File: config.mk
export PLATFORM = sky130hd
export DESIGN_NAME = pad_responder
export DESIGN_NICKNAME = d
export VERILOG_FILES = /design/src/rtl/pad_responder.sv
export SDC_FILE = /design/constraint.sdc
export NUM_CORES = 1
export LEC_CHECK = 0
export ABC_AREA = 1
export CORE_MARGIN = 4
export CORE_UTILIZATION = 45
export CTS_BUF_LIST = sky130_fd_sc_hd__clkbuf_4 sky130_fd_sc_hd__clkbuf_8
export DETAILED_ROUTE_END_ITERATION = 7
export PLACE_DENSITY = 0.71
export RECOVER_POWER = 25
export SLEW_MARGIN = 20
export SYNTH_ARGS = -nofsm -noshare
export SYNTH_HDL_FRONTEND = slang
export SYNTH_SLANG_ARGS = --single-unit
File: constraint.sdc
create_clock -name clk -period 5.1 [get_ports clk]
set_input_delay 0.51 -clock clk [delete_from_list [all_inputs] [get_ports clk]]
set_output_delay 0.51 -clock clk [all_outputs]
set_load 0.01 [all_outputs]
File: src/rtl/pad_responder.sv
// Device end of the NES/SNES serial pad protocol (4021-style shift responder).
// Optional watchdog abort in SHIFT is enabled by defining PAD_TIMEOUT_EN.
module pad_responder #(
    parameter bit   SNES_MODE      = 1'b1,
    parameter logic TAIL_LEVEL     = 1'b1,
    parameter int   TIMEOUT_CYCLES = 4096
) (
    input  logic        clk,
    input  logic        reset,
    input  logic        pad_latch,
    input  logic        pad_clk,
    input  logic [11:0] btn_in,
    output logic        pad_data,
    output logic        busy,
    output logic        frame_done
);

    typedef enum logic [1:0] {IDLE, LOAD, SHIFT, DONE} state_t;

    localparam logic [3:0] LAST = SNES_MODE ? 4'd15 : 4'd7;

    state_t      state_q, state_d;
    logic [3:0]  cnt_q, cnt_d;
    logic [15:0] snap_q, snap_d;
    logic        pad_data_q, pad_data_d;
    logic        busy_q, busy_d;
    logic        frame_done_q, frame_done_d;
    logic [2:0]  latch_sync_q, latch_sync_d;
    logic [2:0]  clk_sync_q, clk_sync_d;
    logic [15:0] frame_vec;
    logic        latch_hi, latch_fall, clk_rise;
`ifdef PAD_TIMEOUT_EN
    logic [12:0] wdog_q, wdog_d;
`endif

    // [1] is the synchronised level, [2] the previous one for edge detect
    assign latch_hi   = latch_sync_q[1];
    assign latch_fall = ~latch_sync_q[1] & latch_sync_q[2];
    assign clk_rise   = clk_sync_q[1] & ~clk_sync_q[2];

    always_comb begin
        frame_vec    = SNES_MODE ? {4'b0000, btn_in} : {8'h00, btn_in[7:0]};
        latch_sync_d = {latch_sync_q[1:0], pad_latch};
        clk_sync_d   = {clk_sync_q[1:0], pad_clk};
        state_d      = state_q;
        cnt_d        = cnt_q;
        snap_d       = snap_q;
        frame_done_d = 1'b0;
`ifdef PAD_TIMEOUT_EN
        wdog_d       = 13'd0;
`endif
        unique case (state_q)
            IDLE: begin
                if (latch_hi) state_d = LOAD;
            end
            LOAD: begin
                snap_d = frame_vec;
                if (latch_fall) begin
                    state_d = SHIFT;
                    cnt_d   = 4'd0;
                end
            end
            SHIFT: begin
`ifdef PAD_TIMEOUT_EN
                wdog_d = clk_rise ? 13'd0 : wdog_q + 13'd1;
`endif
                if (latch_hi) begin
                    state_d = LOAD;
                end else if (clk_rise) begin
                    // counter parks on the last bit index instead of wrapping
                    if (cnt_q == LAST) begin
                        state_d      = DONE;
                        frame_done_d = 1'b1;
                    end else begin
                        cnt_d = cnt_q + 4'd1;
                    end
                end
`ifdef PAD_TIMEOUT_EN
                else if (wdog_q + 13'd1 == 13'(TIMEOUT_CYCLES)) begin
                    state_d = IDLE;
                end
`endif
            end
            DONE: begin
                if (latch_hi) state_d = LOAD;
            end
            default: state_d = IDLE;
        endcase

        busy_d = (state_d == LOAD) || (state_d == SHIFT);
        unique case (state_d)
            LOAD:    pad_data_d = ~frame_vec[0];
            SHIFT:   pad_data_d = ~snap_d[cnt_d];
            default: pad_data_d = TAIL_LEVEL;
        endcase
    end

    always_ff @(posedge clk) begin
        if (reset) begin
            state_q      <= IDLE;
            cnt_q        <= 4'd0;
            snap_q       <= 16'h0000;
            pad_data_q   <= TAIL_LEVEL;
            busy_q       <= 1'b0;
            frame_done_q <= 1'b0;
            latch_sync_q <= 3'b000;
            clk_sync_q   <= 3'b000;
`ifdef PAD_TIMEOUT_EN
            wdog_q       <= 13'd0;
`endif
        end else begin
            state_q      <= state_d;
            cnt_q        <= cnt_d;
            snap_q       <= snap_d;
            pad_data_q   <= pad_data_d;
            busy_q       <= busy_d;
            frame_done_q <= frame_done_d;
            latch_sync_q <= latch_sync_d;
            clk_sync_q   <= clk_sync_d;
`ifdef PAD_TIMEOUT_EN
            wdog_q       <= wdog_d;
`endif
        end
    end

    assign pad_data   = pad_data_q;
    assign busy       = busy_q;
    assign frame_done = frame_done_q;

endmodule

## Yosys cells after proc, flatten, opt, wreduce, memory -nomap -nowiden

Cells that the tools add are included.

| storage, ports and cells | value |
|---|---|
| input port bits | 16 |
| register bits | 31 |

| cells by class | value |
|---|---|
| bitwise operators | 8 |
| $lt $le $gt $ge | 1 |
| add/subtract/negate cells | 1 |
| eq/ne operators | 6 |
| reductions and logical operators | 4 |
| mux-type cells | 16 |

Operator list:

| operator | count |
|---|---|
| $mux W16 | 1 |
| $mux W4 | 4 |
| $mux W2 | 5 |
| $pmux W4 S2 | 1 |
| $eq A2 B2 Y1 const B | 3 |
| $not A1 Y1 | 6 |
| $pmux W2 S3 | 1 |
| $lt A4 B5 Y1 const B | 1 |
| $add A4 B1 Y4 const B | 1 |
| $bmux W1 S4 | 1 |
| $eq A2 B1 Y1 const B | 2 |
| $eq A4 B4 Y1 const B | 1 |
| $reduce_or A4 Y1 | 1 |
| $and A1 B1 Y1 | 2 |
| $logic_not A2 Y1 | 1 |
| $mux W1 | 2 |
| $pmux W1 S2 | 1 |
| $reduce_or A2 Y1 | 1 |
| $logic_or A1 B1 Y1 | 1 |

## Longest topological paths before layout

| depth | value |
|---|---|
| depth in word-level cells | 9 |
| mapped depth | 15 |

## Worst setup path after synthesis

Ideal clock, no wire load.

| timing path | value |
|---|---|
| path type | reg-to-reg |
| from | reg state_q[0] |
| to | reg pad_data_q, in the netlist pad_data |
| buffers on the path | 0 |
| path slack | 3.175 ns |
| stages on the path, launching flop included | 12 |
| data required time | 4.983 ns |
| library setup time | 0.117 ns |
| data arrival time | 1.809 ns |
| path through | dfxtp_1 > inv_1 > ha_1 > inv_1 > o21ai_0 > o2111ai_1 > nand2_1 > inv_1 > ha_1 > nor2_1 > a21boi_0 > nand2_1 |

| on the way | value |
|---|---|
| elaborated cells on any way between the ends | 19 |

RTL lines:

| element | line | text |
|---|---|---|
| start, declared | 22 | `state_t state_q, state_d;` |
| start signal, assigned | 112 | `state_q <= state_d;` |
| $eq A2 B2 Y1 or $logic_not A2 Y1 (tied branches) | 52 | `unique case (state_q)` |
| $reduce_or A2 Y1 (no source line) | - |  |
| $pmux W2 S3 (*) | 52 |  |
| named net state_d[1] | 22 |  |
| $eq A2 B2 Y1 or $eq A2 B1 Y1 (tied branches) | 91 | `unique case (state_d)` |
| $pmux W1 S2 (*) | 91 |  |
| end signal, assigned | 115 | `pad_data_q <= pad_data_d;` |
| end, declared | 25 | `logic pad_data_q, pad_data_d;` |

The timed path passes the listed nets; every way through them passes the cells marked *. The select of a mux whose other input is x is not followed.
A chain may end at the register's enable or synchronous reset.

## Worst setup path after layout

| timing path | value |
|---|---|
| from | reg state_q[1] |
| to | reg pad_data_q, in the netlist pad_data |

Same word-level chain as after synthesis.

==> qor.csv <==
stage,metric,value,unit
cts,clock latency on the worst-skew pair,0.32,ns
yosys,top cell type by total area after synthesis,dfxtp_1,
yosys,post-synthesis share of cell area spent on xor and xnor gates,0,%
critical_path,crit-path max FO,16,
sta,skew final,0.00584,ns
critical_path,worst setup path category,flip-flop to flip-flop,
yosys,cell with the most instances after synthesis,nor2_1,
cts,clock tree from TritonCTS,built,
global_routing,overall track demand over capacity in global routing,14.6,%
sta,post-route fraction of the period consumed by the critical path,48.4,%
sta,count of endpoints failing hold in the final timing report,0,
sta,minimum clock period,2.47,ns
power_and_ir_drop,overall power,0.445,mW
cts,CTS-repair resized insts,0,
outcome,run status,completed,
yosys,synthesized-area fraction occupied by adder cells,4.20,%
yosys,number of different library cells in the post-synthesis netlist,28,
yosys,number of enable flip-flop cells after synthesis,0,
cts,total clock buffers created by CTS,5,
yosys,combinational family with the most area after synthesis,simple AND/OR/NAND/NOR gates,
cts,# Post-CTS Setup Buffers,0,
floorplanning,Die Y-Extent,65.5,um
cts,clock root cell,clkbuf_4,
layout,total area of sequential cells,621,sq um
floorplanning,initial core utilization,48.0,%
critical_path,cell-by-cell trace of the critical path,inv_1 > ha_1 > inv_4 > nor2_2 > inv_1 > o22ai_1 > ha_1 > nor2_1 > a21boi_0 > nand2_1,
sta,setup repair after global routing missed its margin,no,
cts,number of hold buffers added after cts,0,
yosys,fraction of synthesized area in multiplexers,7.39,%
placed_design,port buffer count,18,
cts,Clock Path Buffers,2,
critical_path,Critical Path Start Type,flip-flop,
yosys,post-synthesis net count,207,
cts,clock slew at the register clock pins of the worst setup and hold paths,0.09,ns
sta,Tightest Pin Transition,1.03,ns
placed_design,HPWL after detailed placement,2190,um
job,max capacitance violation total,0,
yosys,synth cell count leaders,"nor2_1 (33), dfxtp_1 (31), nand3_1 (26), nand2_1 (23), inv_1 (17)",
yosys,"Async S/R FF share, synth",0,%
yosys,number of synthesized register bits,31,
power_and_ir_drop,Static Leakage,0.682,nW
layout,number of inserted diodes,0,
floorplanning,die width,65.5,um
global_routing,pin count of the biggest net entering global routing,31,
yosys,Most used DFF post-synth,dfxtp_1,
cts,CTS H-tree lvls,2,
min_path,worst min-delay path category,flip-flop to flip-flop,
routing,number of routed nets with antenna violations,0,
yosys,Avg Inst Size Synth,8.00,sq um
cts,number of clock sinks,31,
sta,FMAX,405,MHz
critical_path,WP data required,5.32,ns
sta,Relative slew margins,31.1,%
yosys,area fraction of the dominant cell type after synthesis,41.7,%
yosys,sequential area share after synthesis,41.7,%
sta,final setup TNS,0,ns
sta,total count of max-transition violations in the final report,0,
routing,wire length per cell,11.4,um
yosys,total number of yosys warnings,0,
power_and_ir_drop,power per cell area,254,mW/mm^2
floorplanning,core region area,0.00310,sq mm
floorplanning,number of ports placed on the die boundary,19,
placed_design,Routability Congestion,0.870,
routing,TritonRoute pass-1 iters,7,
routing,remaining routing DRC violations,0,
critical_path,Max stage delay on crit path,0.69,ns
yosys,simple logic cell fraction of the synthesized area,32.4,%
routing,mean number of vias per cell,5.03,
global_routing,remaining global-route overflow,0,
critical_path,CP endpoint kind,flip-flop,
global_routing,initial antenna violation count,0,
yosys,cells taking the most area after synthesis,"dfxtp_1 (42%), nand3_1 (8.7%), nor2_1 (8.3%)",
floorplanning,number of rows created at floorplan,20,
sta,Hold Slack,0.407,ns
routing,aggregate routed wire length,2840,um
global_routing,wire length of the first global-routing pass,4870,um
floorplanning,die footprint,0.00429,sq mm
yosys,Synth Instances,186,
layout,area delta synth->final,17.7,%
critical_path,CP max stage cell,ha_1,
yosys,compound-gate portion of the synthesized area,6.55,%
routing,number of violations reported at the end of detailed-routing iteration 0,104,
layout,Final Net Count,227,
routing,vias post-DR,1258,
global_routing,number of global-route vias before repair,1204,
layout,# fillers,315,
sta,final number of setup-violating endpoints,0,
yosys,total standard cell area after synthesis,0.00149,sq mm
layout,ratio of cells with drive above 1 in the final layout,12.6,%
power_and_ir_drop,peak supply drop,0.170,mV
critical_path,data arrival time at the worst-slack endpoint,2.69,ns
layout,area of the multi-input gates,752,sq um
[layout by cell type, fill, tap and decap left out]
cell	synthesis	final
mux2i_1	11	11
nand2_4	2	2
nor2_2	3	3
nor2_1	33	33
o21bai_4	1	1
inv_4	1	1
dfxtp_1	31	31
o21ai_0	4	4
clkdlybuf4s50_1	0	17
clkbuf_4	0	5
a21oi_1	3	3
inv_1	17	17
o2111ai_1	1	1
a21boi_0	1	1
nor4_1	1	1
nand3_1	26	26
a31oi_1	1	1
clkinv_2	0	1
clkbuf_8	0	1
nor2_4	2	2
inv_2	5	5
nand2_2	2	2
nand3_4	3	3
nand2_1	23	23
o21ai_1	3	3
o22ai_1	1	1
ha_1	5	5
dlygate4sd3_1	0	1
nand4_1	1	1
[layout make-up]
cell class | instances | area share [%]
Multi-Input combinational cell | 127 | 42.9
Sequential cell | 31 | 35.4
Timing Repair Buffer | 18 | 10.3
Inverter | 23 | 5.07
Tap cell | 44 | 3.14
Clock buffer | 6 | 2.93
Clock inverter | 1 | 0.286
[sequential cells by signal (all words and copies together), names as in the netlist]
register and cells:
snap_q 16, cnt_q 4, clk_sync_q 3, latch_sync_q 3, state_q 2, busy 1
frame_done 1, pad_data 1
[kinds of logic (layout without fill, tap and decap cells)]
family          Yosys count  after routing
flops                    31             31
simple gates             96             96
compound gates           15             15
mux                      11             11
buf+inv                  28             48
fa+ha+maj                 5              5
[worst max-delay path, delay by kind of cell, from the launching register on]
kind                       cells  cell delay (ns)
buffers and inverters          3             0.25
and+or+nand+nor                3             0.41
adders and majority gates      2             0.96
DFF                            1             0.35
AOI/OAI and AO/OA              2             0.40
[per-stage QoR]
stage / utilization, % / instances / area, sq um / worst slack (ns)
5_1_grt: 56.5 / 250 / 1750 / 2.46
3_3_place_gp: 54.7 / 243 / 1700 / 2.76
3_5_place_dp: 54.7 / 243 / 1700 / 2.65
6_report: 56.5 / 250 / 1750 / 2.63
2_1_floorplan: - / 186 / 1490 / 3.17
4_1_cts: 56.5 / 250 / 1750 / 2.63
[routing by layer]
metal  vias up  part of all wire [%]  GRT usage, %
met5         -                     0             0
met4         0                  0.74          6.74
met3         4                   4.6          5.13
met2        42                    48          23.3
met1       565                    47          17.6
li1        647                     -             -
[where the power goes]
group          leakage, nW  total [mW]  switching (mW)  internal [mW]
clock network       0.0341       0.140          0.0762         0.0638
registers            0.252       0.253         0.00298          0.250
logic                0.396      0.0524          0.0271         0.0253
[worst paths after layout]
check | from | end | slack [ns] | depth (start not counted)
max | state_q[1]$_SDFF_PP0_ | pad_data$_SDFF_PP1_ | 2.63 | 10
min | clk_sync_q[0]$_SDFF_PP0_ | clk_sync_q[1]$_SDFF_PP0_ | 0.41 | 2
max reg2reg | state_q[1]$_SDFF_PP0_ | pad_data$_SDFF_PP1_ | 2.63 | 10
min reg2reg | clk_sync_q[0]$_SDFF_PP0_ | clk_sync_q[1]$_SDFF_PP0_ | 0.41 | 2
(Power assumes the default switching activity.)
